[src/rtl/seq_div_if.sv]
// seq_div handshake bundle: request operands in, results and status out.
interface seq_div_if #(
  parameter int N = 16
);
  logic         start;
  logic         signed_op;
  logic [N-1:0] dividend;
  logic [N-1:0] divisor;
  logic [N-1:0] quotient;
  logic [N-1:0] remainder;
  logic         busy;
  logic         done;
  logic         div_by_zero;

  modport master (
    output start, signed_op, dividend, divisor,
    input  quotient, remainder, busy, done, div_by_zero
  );

  modport slave (
    input  start, signed_op, dividend, divisor,
    output quotient, remainder, busy, done, div_by_zero
  );
endinterface

[src/rtl/seq_div.sv]
// Radix-2 restoring divider, one quotient bit per clock,
// signed/unsigned per op, defined divide-by-zero result.
module seq_div #(
  parameter int N = 16
) (
  input logic  clk,
  input logic  rst,
  seq_div_if.slave bus
);
  localparam int CW = $clog2(N + 1);

  typedef enum logic [1:0] {
    IDLE,
    CALC,
    FIX
  } state_t;

  state_t        state;
  logic [N:0]    rem;
  logic [N-1:0]  dvd;
  logic [N-1:0]  dvs;
  logic [CW-1:0] cnt;
  logic          neg_q;
  logic          neg_r;
  logic          dbz;

  logic          sa;
  logic          sb;
  logic [N-1:0]  mag_a;
  logic [N-1:0]  mag_b;
  logic [N:0]    shifted;
  logic [N:0]    trial;

  assign sa      = bus.signed_op & bus.dividend[N-1];
  assign sb      = bus.signed_op & bus.divisor[N-1];
  assign mag_a   = sa ? -bus.dividend : bus.dividend;
  assign mag_b   = sb ? -bus.divisor : bus.divisor;
  assign shifted = {rem[N-1:0], dvd[N-1]};
  assign trial   = shifted - {1'b0, dvs};

  always_ff @(posedge clk or posedge rst) begin
    if (rst) begin
      state           <= IDLE;
      rem             <= '0;
      dvd             <= '0;
      dvs             <= '0;
      cnt             <= '0;
      neg_q           <= 1'b0;
      neg_r           <= 1'b0;
      dbz             <= 1'b0;
      bus.quotient    <= '0;
      bus.remainder   <= '0;
      bus.busy        <= 1'b0;
      bus.done        <= 1'b0;
      bus.div_by_zero <= 1'b0;
    end else begin
      bus.done <= 1'b0;
      case (state)
        IDLE: begin
          if (bus.start) begin
            bus.busy <= 1'b1;
            neg_q    <= sa ^ sb;
            neg_r    <= sa;
            rem      <= '0;
            cnt      <= CW'(N);
            // dbz keeps the raw dividend as the remainder
            if (bus.divisor == '0) begin
              dbz   <= 1'b1;
              dvd   <= bus.dividend;
              state <= FIX;
            end else begin
              dbz   <= 1'b0;
              dvd   <= mag_a;
              dvs   <= mag_b;
              state <= CALC;
            end
          end
        end
        CALC: begin
          if (!trial[N]) begin
            rem <= trial;
            dvd <= {dvd[N-2:0], 1'b1};
          end else begin
            rem <= shifted;
            dvd <= {dvd[N-2:0], 1'b0};
          end
          cnt <= cnt - CW'(1);
          if (cnt == CW'(1)) state <= FIX;
        end
        FIX: begin
          bus.busy        <= 1'b0;
          bus.done        <= 1'b1;
          bus.div_by_zero <= dbz;
          if (dbz) begin
            bus.quotient  <= '1;
            bus.remainder <= dvd;
          end else begin
            bus.quotient  <= neg_q ? -dvd : dvd;
            bus.remainder <= neg_r ? -rem[N-1:0]
                                   : rem[N-1:0];
          end
          state <= IDLE;
        end
        default: state <= IDLE;
      endcase
    end
  end
endmodule

[src/flat_wrapper.sv]
// flat-port wrapper written by rule: the top's interface ports become plain ports
module seq_div_flat 
#(
  parameter int N = 16
)
  (clk, rst, bus_start, bus_signed_op, bus_dividend, bus_divisor, bus_quotient, bus_remainder, bus_busy, bus_done, bus_div_by_zero);
  seq_div_if #(.N(N)) bus_i ();
  input logic clk;
  input logic rst;
  input wire logic [$bits(bus_i.start)-1:0] bus_start;
  input wire logic [$bits(bus_i.signed_op)-1:0] bus_signed_op;
  input wire logic [$bits(bus_i.dividend)-1:0] bus_dividend;
  input wire logic [$bits(bus_i.divisor)-1:0] bus_divisor;
  output wire logic [$bits(bus_i.quotient)-1:0] bus_quotient;
  output wire logic [$bits(bus_i.remainder)-1:0] bus_remainder;
  output wire logic [$bits(bus_i.busy)-1:0] bus_busy;
  output wire logic [$bits(bus_i.done)-1:0] bus_done;
  output wire logic [$bits(bus_i.div_by_zero)-1:0] bus_div_by_zero;
  assign bus_i.start = bus_start;
  assign bus_i.signed_op = bus_signed_op;
  assign bus_i.dividend = bus_dividend;
  assign bus_i.divisor = bus_divisor;
  assign bus_quotient = bus_i.quotient;
  assign bus_remainder = bus_i.remainder;
  assign bus_busy = bus_i.busy;
  assign bus_done = bus_i.done;
  assign bus_div_by_zero = bus_i.div_by_zero;
  seq_div #(.N(N)) u_core (.clk(clk), .rst(rst), .bus(bus_i));
endmodule
[config.mk]
export PLATFORM = sky130hd
export DESIGN_NAME = seq_div_flat
export DESIGN_NICKNAME = d
export VERILOG_FILES = /design/src/rtl/seq_div_if.sv /design/src/rtl/seq_div.sv /design/src/flat_wrapper.sv
export SDC_FILE = /design/constraint.sdc
export NUM_CORES = 1
export LEC_CHECK = 0
export BUFFER_PORTS_ARGS = -buffer_cell sky130_fd_sc_hd__clkbuf_2
export CAP_MARGIN = 20
export CORE_MARGIN = 5
export CORE_UTILIZATION = 56
export DETAILED_ROUTE_END_ITERATION = 6
export GPL_ROUTABILITY_DRIVEN = 0
export GPL_TIMING_DRIVEN = 0
export PLACE_DENSITY = 0.83
export SLEW_MARGIN = 5
export SYNTH_ARGS = -nofsm -noshare
export SYNTH_HDL_FRONTEND = slang
export SYNTH_SLANG_ARGS = --single-unit
[constraint.sdc]
create_clock -name clk -period 3.3 [get_ports clk]
set_clock_uncertainty 0.15 [all_clocks]
set_input_delay 0 -clock clk [delete_from_list [all_inputs] [get_ports clk]]
set_output_delay 0 -clock clk [all_outputs]
set_load 0.005 [all_outputs]
# After elaboration in Yosys (flattened, before gate mapping)
# Cells that the tools add are included.
[word_totals] word_cells=60 register_bits=93 out_inout_bits=35
[classes] mux=23 bitwise_logic=4 reduce_logical=9 n_eq_ne=5 addsub=6
[ops] operator="$mux 16" n=10
[ops] operator="$neg 16->16" n=4
[ops] operator="$pmux 16 s2" n=2
[ops] operator="$sub 17x16->17" n=1
[ops] operator="$logic_not 16->1" n=1
[ops] operator="$pmux 5 s2" n=1
[ops] operator="$reduce_and 2->1" n=4
[ops] operator="$mux 2" n=3
[ops] operator="$eq 5x1->1 const B" n=1
[ops] operator="$mux 5" n=1
[ops] operator="$sub 5x1->5 const B" n=1
[ops] operator="$mux 1" n=4
[ops] operator="$pmux 2 s2" n=1
[ops] operator="$reduce_bool 2->1" n=2
[ops] operator="$reduce_and 3->1" n=1
[ops] operator="$and 1x1->1" n=2
[ops] operator="$eq 2x1->1 const B" n=1
[ops] operator="$eq 2x2->1 const B" n=1
[ops] operator="$logic_not 2->1" n=1
[ops] operator="$ne 2x1->1 const B" n=1
[ops] operator="$ne 2x2->1 const B" n=1
[ops] operator="$pmux 1 s2" n=1
[ops] operator="$not 1->1" n=1
[ops] operator="$xor 1x1->1" n=1

# Depth between registers and ports, before layout
# Gate-level depths: netlist of run 1.
[logic_depth] word_depth=5 mapped_depth=11 mapped_depth_nobuf=10

# Least setup slack after synthesis of run 1
# OpenSTA, ideal clock, no wires.
[synth_path] path_type="reg2reg" start="reg u_core.dvd[15]" end="reg u_core.rem[0]" path_stages_with_launch=11 t_required_ps=3029 path_buffers=1 path_slack_ps=630 arrival_ps=2399 setup_time_ps=121 period_less_slack_ps=2670 path_cell_list="dfrtp_1 inv_1 ha_1 fa_1 nand2b_1 a21oi_1 o21ai_0 a211oi_1 buf_2 mux2i_1 a22o_1"
[synth_via] elab_chain_cells=3
[synth_lines] item="start, declared" line="seq_div.sv:20" source="logic [N-1:0] dvd;"
[synth_lines] item="start signal, assigned" line="seq_div.sv:69" source="dvd <= bus.dividend;"
[synth_lines] item="start signal, assigned" line="seq_div.sv:73" source="dvd <= mag_a;"
[synth_lines] item="start signal, assigned" line="seq_div.sv:82" source="dvd <= {dvd[N-2:0], 1'b1};"
[synth_lines] item="$sub 17x16->17" line="seq_div.sv:39" source="assign trial = shifted - {1'b0, dvs};"
[synth_lines] item="$mux 16 (*)" line="seq_div.sv:80" source="if (!trial[N]) begin"
[synth_lines] item="$pmux 16 s2 (*)" line="seq_div.sv:58" source="case (state)"
[synth_lines] item="end signal, assigned" line="seq_div.sv:81" source="rem <= trial;"
[synth_lines] item="end signal, assigned" line="seq_div.sv:84" source="rem <= shifted;"
[synth_lines] item="end, declared" line="seq_div.sv:19" source="logic [N:0] rem;"
# Every way passes the cells marked *; elsewhere a longest branch is shown, timed or not.
# A chain may end at the register's enable or synchronous reset.

# Final worst setup path of run 1
[layout_path] start="in bus_divisor[8]" end="reg u_core.dvd[7]"
[layout_via] elab_chain_cells=4
[layout_lines] item="start, declared" line="flat_wrapper.sv:13" source="input wire logic [$bits(bus_i.divisor)-1:0] bus_divisor;"
[layout_lines] item="$logic_not 16->1" line="seq_div.sv:67" source="if (bus.divisor == '0) begin"
[layout_lines] item="$mux 16" line="seq_div.sv:67"
[layout_lines] item="$mux 16" line="seq_div.sv:60" source="if (bus.start) begin"
[layout_lines] item="$pmux 16 s2" line="seq_div.sv:58"
# No other way between the ends. The select of a mux whose other input is x is not followed.

==> summary.md, run 1 <==
| Metric | Value |
|---|---|
| Die Ht | 113 um |
| Starting Density | 57.6% |
| Die Span X | around 110 um |
| Cell family with most CP delay | simple AND/OR/NAND/NOR gates |
| Drt drc | 0 |
| CP Launch Type | primary input |
| Status | completed |
| Initial drt markers | 517 |
| Clock Path Buffers | 2 |
| Final Total Pwr | 7.54 mW |
| Maximum VDD drop | 510 uV |
| Worst r2r dst | u_core.rem[7] |
| CTS tree | yes |
| Setup crit end kind | flip-flop |
| Final hold vios | 0 |
| Worst EP arrival | approximately 3.2 ns |
| Dpl hpwl | 12.3 mm |
| HP Class | in -> async |
| Post-Synthesis Cells | 715 |
| Yosys reg bits | 93 |
| I/O Pins | 71 |
| Final setup margin | 0.174 ns |
| Fraction of layout cells with a size suffix above 1 | around an eighth |
| Critical Path Fanout Max | 9 |
| DRT antenna net count | 0 |
| Ys Warns | 0 |
| Die ar. | around 13000 um2 |
| Critical-path cell list | dlygate4sd3_1 > clkbuf_2 > or4_4 > nand2b_4 > or4_4 > nor2b_4 > buf_6 > o31ai_1 > xor2_1 > dlygate4sd3_1 > a21oi_1 |
| Clk Latency, worst-skew pair | around 0.37 ns |
| Final Max Tran Viols | 0 |
| Synth unique cells | 55 |
| Antenna Cells | 0 |
| Largest net degree at the start of global routing | 56 |
| R2R setup slack | 0.18 ns |
| F_max | 320 MHz |
| Worst reg2reg startpoint | u_core.dvd[15] |
| Worst path max stage delay | ~0.57 ns |
| Final wirelength | 17.2 mm |
| CP bufs+invs | 4 |
| Seq/Total Area, Yosys | 39.0% |
| Post-CTS setup buffers | 0 |
| Slew margin rel. | 53.8% |
| Setup Slack @ Placement | -0.165 ns |
| Clock slew at reported path FFs | approximately 0.10 ns |
| Total track usage | 27.2% |
| Antenna violations before repair | 0 |
| R2R cell count | 10 |
| H-tree depth | 3 |
| Setup TNS | 0 ns |
| Ys flop type | dfrtp_1 |
| Commonest non-fill, non-tap cells in the layout | dfrtp_1, nand2_1, a21oi_1 |
| Finish-stage setup viols | 0 |
| Final worst path period share | between 90% and 100% |
| Drt pass-1 iters | 5 |
| Least-Margin Pin Slew | a little under 0.7 ns |
| Final hold slack | 0.139 ns |
| Final min period | 3.13 ns |
| RSZ-0062 raised after global routing | false |
| Vias post-DR | 5943 |
| Net count after synthesis | around 770 |
| Nets | 898 |
| Num CTS Buffers | 9 |
| Crit Path Class | in -> reg |
| Clk sink count | 93 |
| Area Growth Syn to Fin | 19.9% |
| Post-synth EDFFs | 0 |
| FP Rows | 37 |
| Routed wire length per instance | 17.5 um |
| P_leak | 3.19 nW |
| Number of max-cap violations | 0 |
| Global-route wire length before repair | 28.4 mm |
| Clk root buf | clkbuf_8 |
| Vias in the first global route | 5920 |
| Critical Path RT | 3.38 ns |
| Syn Area/Cell | 8.35 um2 |
| Vias per cell | 6.06 |
| Synth async-reset ratio | 100% |
| Power Dens Cells | 1050 nW/um2 |
| Grt ovf | 0 |
| Mapped Area | 5970 um2 |
| Core ar. | just over 10000 um2 |
| CP max stage cell | dlygate4sd3_1 |
| Most common cell after layout, fill and taps aside | dfrtp_1 |
| PortBufs | 70 |
-- worst max path at each step --
stage / slack, ns / to / depth (start not counted) / startpoint
2_1_floorplan: 0.63 / u_core.rem[0] / 10 / u_core.dvd[15]
3_3_place_gp: -0.22 / u_core.dvd[8] / 2 / rst
3_5_place_dp: -0.16 / u_core.rem[8] / 10 / u_core.dvd[15]
4_1_cts: 0.10 / u_core.rem[7] / 11 / u_core.dvd[15]
5_1_grt: 0.02 / u_core.dvd[7] / 13 / bus_divisor[0]
6_report: 0.17 / u_core.dvd[7] / 11 / bus_divisor[8]
-- cell type report --
cell class	count	area, um2
plain buffers	38	155
clock buffers	9	124
clock inverters	7	91.3
fillers	806	3210
inverters	31	119
multi-input cells	553	3380
flip-flops and latches	93	2330
well taps	136	170
repair buffers	113	791
-- layer usage --
metal	share of wire [%]	global-route usage [%]	vias up
met2	48	45.7	328
met1	41	35.0	2807
li1	-	-	2756
met4	2.9	9.54	0
met5	0	0	-
met3	8.5	5.45	52
-- stage by stage --
step                cells  instance area, um2  util [%]
floorplan             715                5970         -
global placement      921                6490      62.6
detailed placement    922                6520      62.8
CTS                   980                7160      69.0
global route          980                7160      69.1
finish                980                7160      69.1
-- state kept, by name, indices dropped and copies added (netlist names) --
name                    cells
u_core.dbz                  1
u_core.cnt                  5
u_core.neg_r                1
u_core.neg_q                1
u_core.state                2
u_core.dvs                 16
u_core.rem                 16
u_core.bus.quotient        16
u_core.dvd                 16
u_core.bus.div_by_zero      1
u_core.bus.done             1
u_core.bus.remainder       16
u_core.bus.busy             1
-- timing repair --
action                                  4_1_cts  5_1_grt
endpoints found under the setup margin       16       16
gates resized for setup                       2        3
hold buffers                                 42        0
hold endpoints to repair                     90        0
pin swaps                                     0        0
-- worst register-to-register path: cells and delay by family, from the launching register on --
kind                     cells  cell delay (ns)
multiplexers                 1             0.21
flip-flops                   1             0.42
AND/OR/NAND/NOR              1             0.23
adder cells (fa/ha/maj)      2             0.63
AO/OA/AOI/OAI                4             0.84
buffers and inverters        2             0.50
-- cell families after synthesis --
kind of cell	count (synthesis)	synth area share (%)
simple gates	233	18.5
compound gates	212	20.2
flops	93	39.0
buf+inv	69	4.48
xor+xnor	67	9.82
fa+ha+maj	23	4.94
mux	18	3.10
-- synth_stat cells (3+ instances only) --
cell | instances | share of area [%]
o41ai_1 | 4 | 0.59
xnor2_1 | 25 | 3.7
nand3_1 | 8 | 0.67
inv_1 | 31 | 1.9
a21oi_1 | 78 | 6.5
and2_1 | 3 | 0.31
a22o_1 | 3 | 0.44
nand2_1 | 89 | 5.6
nand2b_1 | 7 | 0.73
nand4_1 | 5 | 0.52
xor2_1 | 42 | 6.2
dfrtp_1 | 93 | 39
nor4_1 | 7 | 0.73
nor3_1 | 7 | 0.59
or3_1 | 13 | 1.4
ha_1 | 22 | 4.6
o21ai_1 | 3 | 0.25
o21ai_0 | 78 | 6.5
o22ai_1 | 4 | 0.42
o211ai_1 | 5 | 0.63
or2_2 | 4 | 0.42
o31ai_1 | 16 | 2.0
a211oi_1 | 5 | 0.63
a31oi_1 | 4 | 0.42
mux2i_1 | 17 | 2.8
nor2_1 | 72 | 4.5
clkbuf_1 | 35 | 2.2
-- power by group --
part	internal, mW	leakage, nW	switching (mW)
Combinational	1.81	1.96	2.57
Sequential	1.70	1.13	0.607
Clock	0.371	0.106	0.471
Total	3.88	3.19	3.65
Power figures use the tool's default switching activity.
==> run 2, diff against run 1 <==
- ABC_AREA: default -> 1
- CORE_MARGIN: 5 -> 2
- PLACE_DENSITY: 0.83 -> 0.82
==> run 2 against run 1 <==
Compared with the run above:
- worst setup slack better by 0.50 ns
- critical path depth is 2 higher
- first-iteration DRC count is 31% higher
- wire length is 7.3% higher
- non-clock buffer count is 12 lower
- final area is 13% higher
- global-route usage is 2.2 points higher
- sequential power is 7% lower
- hold slack worse by 0.098 ns
- flip-flop and latch count stayed put
- maximum frequency is 19% higher
- synthesized area is 15% higher
- highest routed layer unchanged
==> summary.md, run 2 <==
| Metric | Value |
|---|---|
| Net count after synthesis | about 1100 |
| Crit Path Class | reg -> reg |
| Clock Power Share | 11.7% |
| Most common cell after layout, fill and taps aside | nand2_1 |
| Largest family of logic cells by synthesized area | simple AND/OR/NAND/NOR gates |
| Final worst path period share | 79.6% |
| GRT busiest layer | met2 |
| PortBufs | 70 |
| Post-Synthesis Cells | 998 |
| HP Class | in -> async |
| CP max stage cell | fa_1 |
| Routed wire length per instance | around 15 um |
| Core ar. | 12000 um2 |
| Syn Area/Cell | approximately 6.9 um2 |
| Status | completed |
| H-tree depth | 3 |
| Maximum VDD drop | roughly 500 uV |
| I/O Pins | between 70 and 80 |
| Global-route wire length before repair | 30.2 mm |
| Final min period | ~2.6 ns |
| Dpl hpwl | 13.9 mm |
| Internal | approximately 4.2 mW |
| Largest net degree at the start of global routing | 64 |
| Initial drt markers | 675 |
| Commonest cells post-synth | nand2_1, inv_1, nand3_1 |
| Worst EP arrival | approximately 2.7 ns |
| Least-Margin Pin Slew | between 0.6 and 0.7 ns |
| Worst reg2reg startpoint | u_core.dvd[15] |
| # fillers | 981 |
| Comb power frac | 63.2% |
| Vias post-DR | between 7000 and 8000 |
| Critical Path RT | roughly 3.4 ns |
| Area after DPL | 7420 um2 |
| Grt met2 use | 45.6% |
| Finished Layout Cells | 1271 |
| GR Util met1 | between 40% and 50% |
| Synth unique cells | 46 |
| Nets | 1178 |
| FP Rows | 40 |
| Vias per cell | 5.52 |
| Final Max Tran Viols | 0 |
| M3 GR Usage | under 10% |
| R2R setup slack | 0.67 ns |
| Drt pass-1 iters | 5 |
| Sw Ratio | 51.3% |
| Final setup margin | 0.675 ns |
| Critical Path Fanout Max | 7 |
| CP Launch Type | flip-flop |
| Fin area | ~8000 um2 |
| Vias in the first global route | 6262 |
| Clock slew at reported path FFs | 0.07 ns |
| R2R cell count | 13 |
| Register area | 2330 um2 |
| Yosys reg bits | 93 |
| Clk sink count | 93 |
| Clk Latency, worst-skew pair | 0.35 ns |
| Total track usage | 29.4% |
| DRT antenna net count | 0 |
| Clock Path Buffers | 2 |
| Compound-Gate Fraction of Synth Area | a little over a tenth |
| RSZ-0062 raised after global routing | false |
| Slew margin rel. | 54.4% |
| Post-cts sizing count | 0 |
| Top cells by area, synth | dfrtp_1, nand2_1, nand3_1, inv_1, ha_1 |
| Antenna violations before repair | 0 |
| Setup Slack @ Placement | 0.794 ns |
| Antenna Cells | 0 |
| Synth Area in Adders | 4.31% |
| Footprint of the multi-input gates | around 3800 um2 |
| Cell family with most CP delay | simple AND/OR/NAND/NOR gates |
| Starting Density | 57.3% |
| Synth async-reset ratio | 100% |
| Ys flop type | dfrtp_1 |
| Post-Synth Simple-Gate Area | approximately two fifths |
| Post-synthesis mux area share | 0% |
| Hold_buf cts | 39 |
| Final Core Density | roughly two thirds |
| Clk root buf | clkbuf_16 |
| Power Dens Cells | 1060 nW/um2 |
| Die ar. | 13100 um2 |
| Fraction of layout cells with a size suffix above 1 | roughly 15% |
| Sequential share of power | 25.1% |
| Die Ht | about 110 um |
| Area Growth Syn to Fin | 18.1% |
| P_sw | approximately 4.4 mW |
| Seq/Total Area, Yosys | 34.0% |
| Post-synth EDFFs | 0 |
| Final wirelength | roughly 18 mm |
| Worst path max stage delay | ~0.4 ns |
| Grt ovf | 0 |
| Commonest non-fill, non-tap cells in the layout | nand2_1, inv_1, nand3_1 |
| Synth Area in XOR/XNOR | 2.17% |
| Most frequent cell after synthesis | nand2_1 |
| Ys Warns | 0 |
| Most used cell, CP | nand3_1 |
| Mapped Area | 6850 um2 |
| Num CTS Buffers | 9 |
| Drt drc | 0 |
| Finish-stage setup viols | 0 |
| Placed cell count | 1216 |
| CTS tree | yes |
| Number of max-cap violations | 0 |
| Final hold vios | 0 |
| CP bufs+invs | 2 |
| Post-synth top area cell | dfrtp_1 |
| Worst r2r dst | u_core.rem[6] |
| Final Total Pwr | 8.57 mW |
| Top cell type's share of synthesized area | 34.0% |
| Setup crit end kind | flip-flop |
| Critical-path cell list | inv_1 > ha_1 > fa_1 > inv_1 > nand2_1 > nand2_2 > nand3_2 > nand2_2 > nand2_4 > nand3_1 > nand3_1 > nand3_1 > nand2_1 |
| Post-CTS setup buffers | 0 |
| F_max | 381 MHz |
| Die Span X | 115 um |
| P_leak | 4.24 nW |
run 2: cell count changes in the layout (fill, tap and decap cells not counted), moves of 12 or more:
| cell | change |
|---|---|
| o31ai_1 | -12 |
| inv_1 | +108 |
| a21oi_1 | -41 |
| nand3_2 | +22 |
| nand3_1 | +106 |
| xnor2_1 | -20 |
| xor2_1 | -30 |
| o21ai_0 | -29 |
| or3_1 | -13 |
| nand2_1 | +217 |
| mux2i_1 | -17 |
| clkbuf_1 | -24 |
run 2: cell families after synthesis:
logic type,count (synthesis)
XOR/XNOR,17
adder cells (fa/ha/maj),23
AO/OA/AOI/OAI,127
AND/OR/NAND/NOR,560
flip-flops,93
buffers and inverters,178
run 2: metal layers:
metal  routed length, um  up-vias  part of all wire (%)
met5                   0        -                     0
li1                    -     3472                     -
met2                8260      306                    45
met1                8240     3211                    45
met3                1660       25                   9.0
met4                 287        0                   1.6
run 2: how the worst max path moves through the flow:
stage	to	depth (start not counted)	from	slack (ns)
floorplan	u_core.bus.busy	1	rst	0.73
global placement	u_core.dvs[4]	2	rst	-0.32
detailed placement	u_core.rem[6]	13	u_core.dvd[15]	0.79
CTS	u_core.rem[6]	13	u_core.dvd[15]	0.75
global route	u_core.rem[3]	13	u_core.dvd[15]	0.54
finish	u_core.rem[6]	13	u_core.dvd[15]	0.67
run 2: tightest hold or removal path: stages:
cell and delay, ns:
dlygate4sd3_1 0.53, clkbuf_2 0.12, inv_4 0.30
run 2: final cells by class:
type	instances	share of cell area, %
flip-flops and latches	93	28.7
plain buffers	29	2.21
well taps	147	2.27
multi-input cells	727	46.8
repair buffers	110	9.49
clock buffers	11	3.00
inverters	149	6.97
clock inverters	5	0.541
run 2: through the flow:
stage	TNS (ns)	hold WS [ns]
2_1_floorplan	0	-0.00146
3_3_place_gp	-28.72	0.141
3_5_place_dp	0	-0.133
4_1_cts	0	0.0531
5_1_grt	0	0.0949
6_report	0	0.0411
run 2: power by group through the flow:
stage          Sequential, mW  Combinational [mW]  Clock, mW
6_report                 2.15                5.41       1.01
5_1_grt                  2.22                6.11       1.06
4_1_cts                  2.14                5.34       1.00
3_5_place_dp             2.15                5.26          0
3_3_place_gp             2.14                5.13          0
2_1_floorplan            2.04                4.00          0
